File: src/rtl/mdu.sv
// Iterative multiply/divide unit with HI/LO registers: shift-add multiply and
// restoring divide, one bit per cycle, sign fix-up in a single final cycle.
`timescale 1ns/1ps
module mdu #(
    parameter int unsigned W = 32
) (
    input  logic         clk,
    input  logic         reset,
    input  logic         start,
    input  logic [2:0]   op,
    input  logic [W-1:0] a,
    input  logic [W-1:0] b,
    input  logic         clr,
    output logic         busy,
    output logic         done,
    output logic [W-1:0] hi,
    output logic [W-1:0] lo
);

    localparam int unsigned CW = $clog2(W + 1);

    typedef enum logic [1:0] {S_IDLE, S_RUN, S_FIX} state_e;
    typedef enum logic [2:0] {
        OP_MULT  = 3'b000,
        OP_MULTU = 3'b001,
        OP_DIV   = 3'b010,
        OP_DIVU  = 3'b011,
        OP_MTHI  = 3'b100,
        OP_MTLO  = 3'b101
    } op_e;

    state_e          r_state;
    logic [CW-1:0]   r_cnt;
    logic            r_div;
    logic            r_bzero;
    logic            r_neg_lo;
    logic            r_neg_hi;
    logic [W-1:0]    r_a;
    logic [W-1:0]    r_m;
    logic [2*W-1:0]  r_acc;
    logic            r_busy;
    logic            r_done;
    logic [W-1:0]    r_hi;
    logic [W-1:0]    r_lo;

    logic            w_signed;
    logic            w_is_div;
    logic            w_is_arith;
    logic            w_a_neg;
    logic            w_b_neg;
    logic [W-1:0]    w_a_mag;
    logic [W-1:0]    w_b_mag;
    logic [W:0]      w_madd;
    logic [W:0]      w_shift;
    logic [W:0]      w_dsub;
    logic            w_ge;
    logic [W-1:0]    w_drem;
    logic [2*W-1:0]  w_mul_next;
    logic [2*W-1:0]  w_div_next;
    logic [2*W-1:0]  w_prod;
    logic [W-1:0]    w_quo;
    logic [W-1:0]    w_rem;

    assign w_signed   = (op == OP_MULT) || (op == OP_DIV);
    assign w_is_div   = (op == OP_DIV)  || (op == OP_DIVU);
    assign w_is_arith = (op == OP_MULT) || (op == OP_MULTU) || w_is_div;
    assign w_a_neg    = w_signed & a[W-1];
    assign w_b_neg    = w_signed & b[W-1];
    assign w_a_mag    = w_a_neg ? -a : a;
    assign w_b_mag    = w_b_neg ? -b : b;

    // r_acc holds {partial product, multiplier} or {remainder, dividend/quotient}
    assign w_madd     = {1'b0, r_acc[2*W-1:W]} + ({(W+1){r_acc[0]}} & {1'b0, r_m});
    assign w_mul_next = {w_madd, r_acc[W-1:1]};
    assign w_shift    = {r_acc[2*W-1:W], r_acc[W-1]};
    assign w_dsub     = w_shift - {1'b0, r_m};
    assign w_ge       = (w_shift >= {1'b0, r_m});
    assign w_drem     = w_ge ? w_dsub[W-1:0] : w_shift[W-1:0];
    assign w_div_next = {w_drem, r_acc[W-2:0], w_ge};

    assign w_prod     = r_neg_lo ? -r_acc : r_acc;
    assign w_quo      = r_neg_lo ? -r_acc[W-1:0] : r_acc[W-1:0];
    assign w_rem      = r_neg_hi ? -r_acc[2*W-1:W] : r_acc[2*W-1:W];

    always_ff @(posedge clk or posedge reset) begin
        if (reset) begin
            r_state  <= S_IDLE;
            r_cnt    <= '0;
            r_div    <= 1'b0;
            r_bzero  <= 1'b0;
            r_neg_lo <= 1'b0;
            r_neg_hi <= 1'b0;
            r_a      <= '0;
            r_m      <= '0;
            r_acc    <= '0;
            r_busy   <= 1'b0;
            r_done   <= 1'b0;
            r_hi     <= '0;
            r_lo     <= '0;
        end else begin
            r_done <= 1'b0;
            case (r_state)
                S_IDLE: begin
                    if (start && !clr) begin
                        if (w_is_arith) begin
                            r_div    <= w_is_div;
                            r_a      <= a;
                            r_m      <= w_b_mag;
                            r_acc    <= {{W{1'b0}}, w_a_mag};
                            r_bzero  <= (b == '0);
                            r_neg_lo <= w_a_neg ^ w_b_neg;
                            r_neg_hi <= w_a_neg;
                            r_cnt    <= CW'(W);
                            r_busy   <= 1'b1;
                            r_state  <= S_RUN;
                        end else if (op == OP_MTHI) begin
                            r_hi <= a;
                        end else if (op == OP_MTLO) begin
                            r_lo <= a;
                        end
                    end
                end
                S_RUN: begin
                    if (clr) begin
                        r_cnt   <= '0;
                        r_busy  <= 1'b0;
                        r_state <= S_IDLE;
                    end else begin
                        r_acc <= r_div ? w_div_next : w_mul_next;
                        r_cnt <= r_cnt - 1'b1;
                        if (r_cnt == CW'(1)) begin
                            r_state <= S_FIX;
                        end
                    end
                end
                S_FIX: begin
                    if (!clr) begin
                        if (!r_div) begin
                            r_hi <= w_prod[2*W-1:W];
                            r_lo <= w_prod[W-1:0];
                        end else if (r_bzero) begin
                            r_hi <= r_a;
                            r_lo <= '1;
                        end else begin
                            r_hi <= w_rem;
                            r_lo <= w_quo;
                        end
                        r_done <= 1'b1;
                    end
                    r_busy  <= 1'b0;
                    r_state <= S_IDLE;
                end
                default: begin
                    r_busy  <= 1'b0;
                    r_state <= S_IDLE;
                end
            endcase
        end
    end

    assign busy = r_busy;
    assign done = r_done;
    assign hi   = r_hi;
    assign lo   = r_lo;

endmodule

File: config.mk
export PLATFORM = sky130hd
export DESIGN_NAME = mdu
export DESIGN_NICKNAME = d
export VERILOG_FILES = /design/src/rtl/mdu.sv
export SDC_FILE = /design/constraint.sdc
export NUM_CORES = 1
export LEC_CHECK = 0
export CAP_MARGIN = 0
export CORE_ASPECT_RATIO = 1.5
export CORE_UTILIZATION = 40
export CTS_CLUSTER_DIAMETER = 120
export DETAILED_ROUTE_END_ITERATION = 10
export GPL_ROUTABILITY_DRIVEN = 0
export MAX_ROUTING_LAYER = met4
export SLEW_MARGIN = 0
export SYNTH_ARGS = -nofsm -noshare
export SYNTH_HDL_FRONTEND = slang
export SYNTH_SLANG_ARGS = --single-unit
export TNS_END_PERCENT = 50
File: constraint.sdc
create_clock -name clk -period 11.86 [get_ports clk]
set_clock_uncertainty 0.2 [all_clocks]
set_input_delay 3.558 -clock clk [delete_from_list [all_inputs] [get_ports clk]]
set_output_delay 3.558 -clock clk [all_outputs]
set_load 0.005 [all_outputs]
# Word level (Yosys, flattened, before mapping)
# Index checks and enable logic that the tools add are counted.
# totals
mem_bits_rw	0
elab_cells	103
out_inout_bits	66
in_bits	71
memories	0
latch_bits	0
mem_bits_ro	0
register_bits	206
# classes
reduce_logical	18
shifts	0
muxes	41
n_div	0
n_mul	0
addsub	8
bitwise	4
eq_ne	18
n_lt_le_gt_ge	1
# op_table
op	n
2-to-1 mux 32 bit	18
2-to-1 mux 64 bit	5
negator 32 bit	4
case mux 32 bit (2 select lines)	2
case mux 64 bit (2 select lines)	1
negator 64 bit	1
adder 32 x 33 -> 33 bit	1
bitwise AND 33 x 32 -> 33 bit	1
>= comparator 33 x 32 -> 1 bit	1
zero test 32 bit	1
subtractor 32 bit	1
2-to-1 mux 6 bit	3
!= test 2 bit (second input constant)	9
case mux 6 bit (2 select lines)	1
AND reduction 3 bit	4
2-to-1 mux 2 bit	4
equality test 3 x 2 -> 1 bit (second input constant)	2
equality test 3 bit (second input constant)	2
equality test 6 x 1 -> 1 bit (second input constant)	1
AND reduction 6 bit	1
subtractor 6 x 1 -> 6 bit (second input constant)	1
2-to-1 mux 1 bit	5
AND reduction 5 bit	1
logical OR 1 bit	4
other kinds (14)	16

# Depth between registers and ports, before layout
# depth
depth_word	7
ltp_mapped	14
depth_no_buf	13

# Least setup slack after synthesis
# OpenSTA, ideal clock, no wires.
# synth_path
path_type	input port to flip-flop
start	input port a[11]
end	register r_acc[29]
required_time_ps	11584
t_arrival_ps	5745
n_path_buf	1
setup_time_ps	76
path_slack_ps	5839
stages	10
path_cell_list	buf_6 -> or4_4 -> or4_4 -> or3_4 -> nor2b_4 -> nand3b_2 -> o41ai_2 -> xnor2_1 -> o21ai_1 -> o21ai_1
# synth_between
elab_chain_cells	5
# synth_lines
item	line_no	source
start, declared	11	input logic [W-1:0] a,
negator 32 bit	69	assign w_a_mag = w_a_neg ? -a : a;
2-to-1 mux 32 bit	69	
2-to-1 mux 64 bit	105	if (w_is_arith) begin
2-to-1 mux 64 bit	104	if (start && !clr) begin
case mux 64 bit (2 select lines)	102	case (r_state)
end signal, assigned	109	r_acc <= {{W{1'b0}}, w_a_mag};
end signal, assigned	129	r_acc <= r_div ? w_div_next : w_mul_next;
end, declared	40	logic [2*W-1:0] r_acc;
# No other way between the ends. The select of a mux whose other input is x is not followed.
# A chain may end at the register's enable or synchronous reset.

# Final worst setup path
# layout_path
start	input port a[11]
end	register r_acc[30]
# The elaborated chain is that of the path after synthesis.

==> run summary <==
For the pin with the worst max-slew slack, the measured transition is 1.03 ns. The worst-case headroom to the max-slew limit is 0.313, and the combined buffer and inverter count along the critical path is 1. In this run the worst path has a maximum fanout of 7. The switching power as a share of total power was 0.459.

On the worst path, the slowest cell contributes a delay of 0.60 ns. The number of register bits inferred by synthesis was 206. The internal portion of the total power is 2.29 mW. The run gives 15672 as the via count of the first global-routing pass. For this design the total switching power over the nets is 1.95 mW. The logs give 6.49 ns for the signal arrival time at the worst endpoint and 0 for the initial antenna violation count. The run gives 0 as the number of buffers inserted to repair setup after CTS.

The number of max-slew violations in the final report came out at 0. The root buffer cell chosen for the clock tree is sky130_fd_sc_hd__clkbuf_16. STA classifies the critical path startpoint as an input pin. Walking the worst path, the cells encountered are clkdlybuf4s50_1, or4_4, or4_4, nor3_1, a21oi_1, a21oi_1, o21ai_0, xnor2_1, o21ai_0. The initialized floorplan defines 91 standard-cell rows. The number of distinct library cells after synthesis was 83. The tools report the share of the core filled with cells in the final layout as 0.463. The net count of the finished layout is 2326. The synthesized design contains 0 enable-type register cells.

Total number of clock tree sinks: 206. The tools report the register area share after synthesis as 0.310. The detailed-route wire length per cell is 20.3 um, and the average footprint of a synthesized cell is 7.72 um^2. The vertical die dimension works out to 252 um.

The share of power burned in the clock network is 0.174, and the area overhead of the layout relative to synthesis is 14.5%. The detail route stage leaves a number of antenna-violating nets equal to 0. The required arrival time at the worst endpoint is 12.07 ns, and the number of endpoints failing setup at the final stage is 0. The post-route fraction of the period consumed by the critical path came out at 0.529. Overall routing resource usage: 0.271.

The remaining routing DRC violations was 0. The family of cells with the greatest summed delay on the critical path is simple AND/OR/NAND/NOR gates. The path class of the tightest hold or removal check is flip-flop to flip-flop.

Slowest library cell on the worst path: sky130_fd_sc_hd__or4_4. The final route contains 15908 vias. The most common cell after layout, fill and taps aside is sky130_fd_sc_hd__nand2_1.

The effective utilization at floorplan is 0.404, and the total die area is 42400 um^2. The number of warnings printed during yosys synthesis was 0; the number of H-tree branching levels was 1. Dividing the detail-routed via count by the number of cells gives 5.77. The first global-routing pass estimated 87.8 mm of wire. The worst hold path passes through 2 cells. The quantity of gates resized following cts was 0. The tools report the diode insertion count for antenna repair as 0. After floorplanning, the core was sized to cover 41100 um^2. For this block, the routed nets add up to 55.9 mm of wire. For the count of maximum capacitance violations, the log shows 0. The number of clock buffers added by TritonCTS is 24. The number of I/O port buffers is 136. The top cell types in the final layout, fill and taps aside, are sky130_fd_sc_hd__nand2_1 (390), sky130_fd_sc_hd__o21ai_0 (259), sky130_fd_sc_hd__dfrtp_1 (204). The run gives 2297 as the post-synthesis net count. Subtracting the final worst setup slack from the clock period gives 6.28 ns.

The horizontal extent of the die is 168 um. In the synthesized netlist the dominant register cell turns out to be sky130_fd_sc_hd__dfrtp_1. TritonCTS built the clock tree. The share of power burned in registers came out at 0.297.

The count of TritonRoute iterations in the first routing pass is 5, and the clock latency of the later-clocked register in the worst-skew pair is 0.55 ns. The proportion of register bits with asynchronous set or reset after synthesis came out at 1.00. Pin placement for this block handled 137 I/O pins. Type of the setup path with the least slack: input pin to flip-flop.

The run gives 0.529 as the share of power burned in combinational logic. Summed over all cells, the static leakage comes to 8.15 nW. The mapped netlist covers 16600 um^2. Setup repair after global routing left no endpoint under its margin. The worst-case IR drop observed on VDD is 0.000117 V. The cell count along the critical path was 9; the sum of net half-perimeters after detailed placement was 41.7 mm. The setup TNS was 0 ns; the number of hold buffers added after CTS was 0. The path depth of the worst reg2reg path was 9; the total grt overflow was 0. The share of final-layout standard cells stronger than drive strength 1 was 0.0514; the power density of the placed cells was 223 nW/um^2.

In the synthesized netlist, the number of instances is 2154. Entering global routing, the biggest net connects 131 pins. The clock slew seen by the registers of the worst setup and hold paths came out at 0.07 ns. No sink is reached through more buffers than the 3 on the longest clock path. The run finished with clean final reports. The final count of hold timing violations is 0.

The first routing iteration left 1256 violations. The power consumption is 4.24 mW. Across all hold checks on the routed design, the worst slack comes to 0.268 ns. The tools report the type of element capturing the critical path as a flip-flop. For this run, the top clock speed supported by timing is 0.159 GHz.
-- Yosys cell counts, drive strengths merged (5+ instances only) --
library cell / number / area (um^2)
o21bai: 12 / 90.1
nand3b: 5 / 41.3
o211ai: 38 / 290
nor4: 13 / 115
nor2b: 12 / 82.6
nor3: 34 / 195
o31ai: 27 / 203
a221o: 7 / 70.1
a221oi: 5 / 43.8
nand2: 393 / 1480
nand2b: 17 / 106
nand4b: 6 / 52.6
o221ai: 16 / 140
and3: 9 / 56.3
inv: 69 / 259
or4: 10 / 97.6
o21ai: 276 / 1390
dfrtp: 206 / 5150
mux2i: 41 / 410
ha: 70 / 876
clkbuf: 133 / 499
a21boi: 5 / 37.5
xor2: 78 / 683
or2: 6 / 37.5
nand4: 14 / 93.8
a21oi: 128 / 641
and2: 8 / 50.1
or3: 30 / 198
nand3: 23 / 120
a22oi: 5 / 37.5
a31oi: 20 / 125
o41ai: 17 / 171
buf: 20 / 111
a21o: 47 / 353
and4: 6 / 52.6
a211oi: 13 / 97.6
xnor2: 101 / 885
o21a: 8 / 60.1
nor2: 142 / 533
o22ai: 36 / 225
-- path summary, 6_finish.rpt --
kind                            from   endpoint  slack [ns]
min                          r_a[23]    r_a[23]        0.27
max reg2reg                r_acc[52]  r_acc[60]        7.38
max in group asynchronous      reset   r_neg_lo        6.39
min reg2reg                  r_a[23]    r_a[23]        0.27
max                            a[11]  r_acc[30]        5.58
min in group asynchronous      reset     lo[23]        3.41
-- flip-flops by register name, summed over array words and instances (netlist names) --
signal	flops
busy	1
done	1
hi	32
lo	32
r_a	32
r_acc	64
r_bzero	1
r_cnt	6
r_div	1
r_m	32
r_neg_hi	1
r_neg_lo	1
r_state	2
-- logic make-up (layout without fill, tap and decap cells) --
logic type / count (synthesis) / in the layout / synth area share
compound gates: 695 / 695 / 0.258
simple gates: 735 / 735 / 0.203
mux: 45 / 45 / 0.0274
buf+inv: 222 / 268 / 0.0523
flops: 206 / 206 / 0.310
xor+xnor: 179 / 179 / 0.0943
fa+ha+maj: 72 / 72 / 0.0551
-- cell type report --
class / count / area (um^2)
clock buffers: 35 / 713
repair buffers: 156 / 1510
inverters: 69 / 267
flip-flops and latches: 206 / 5160
multi-input cells: 1726 / 10600
clock inverters: 8 / 51.3
fillers: 4076 / 22100
well taps: 558 / 698
-- power by group through the flow --
stage	clock network (mW)	registers (mW)	logic [mW]
6_report	0.738	1.26	2.24
5_1_grt	0.781	1.28	2.48
4_1_cts	0.749	1.25	2.22
3_5_place_dp	0	1.26	2.21
3_3_place_gp	0	1.25	2.17
2_1_floorplan	0	1.07	1.70
-- per-layer routing --
| layer | GRT usage | part of all wire | vias to the layer above |
|---|---|---|---|
| li1 | - | - | 7698 |
| met1 | 0.299 | 0.39 | 7508 |
| met2 | 0.479 | 0.51 | 552 |
| met3 | 0.0284 | 0.048 | 150 |
| met4 | 0.145 | 0.054 | 0 |
| met5 | - | 0 | - |
-- metrics by stage --
step,cells,cell area [um^2],setup slack (ns)
after global routing,2758,19000,5.34
after CTS,2758,19000,5.60
after global placement,2715,18300,5.05
after floorplan,2154,16600,2.48
final,2758,19000,5.58
after detailed placement,2715,18300,5.02
-- worst reg2reg max path, cell delays in order, from the launching register on --
cell and delay [ns]:
sky130_fd_sc_hd__dfrtp_1 0.56, sky130_fd_sc_hd__ha_1 0.54, sky130_fd_sc_hd__nand4_1 0.22, sky130_fd_sc_hd__nor4_1 0.70
sky130_fd_sc_hd__o211ai_1 0.39, sky130_fd_sc_hd__a211oi_1 0.50, sky130_fd_sc_hd__nor3_4 0.05, sky130_fd_sc_hd__buf_4 0.32
sky130_fd_sc_hd__a2111oi_0 0.72, sky130_fd_sc_hd__o21ai_1 0.14
Power figures use the tool's default switching activity.
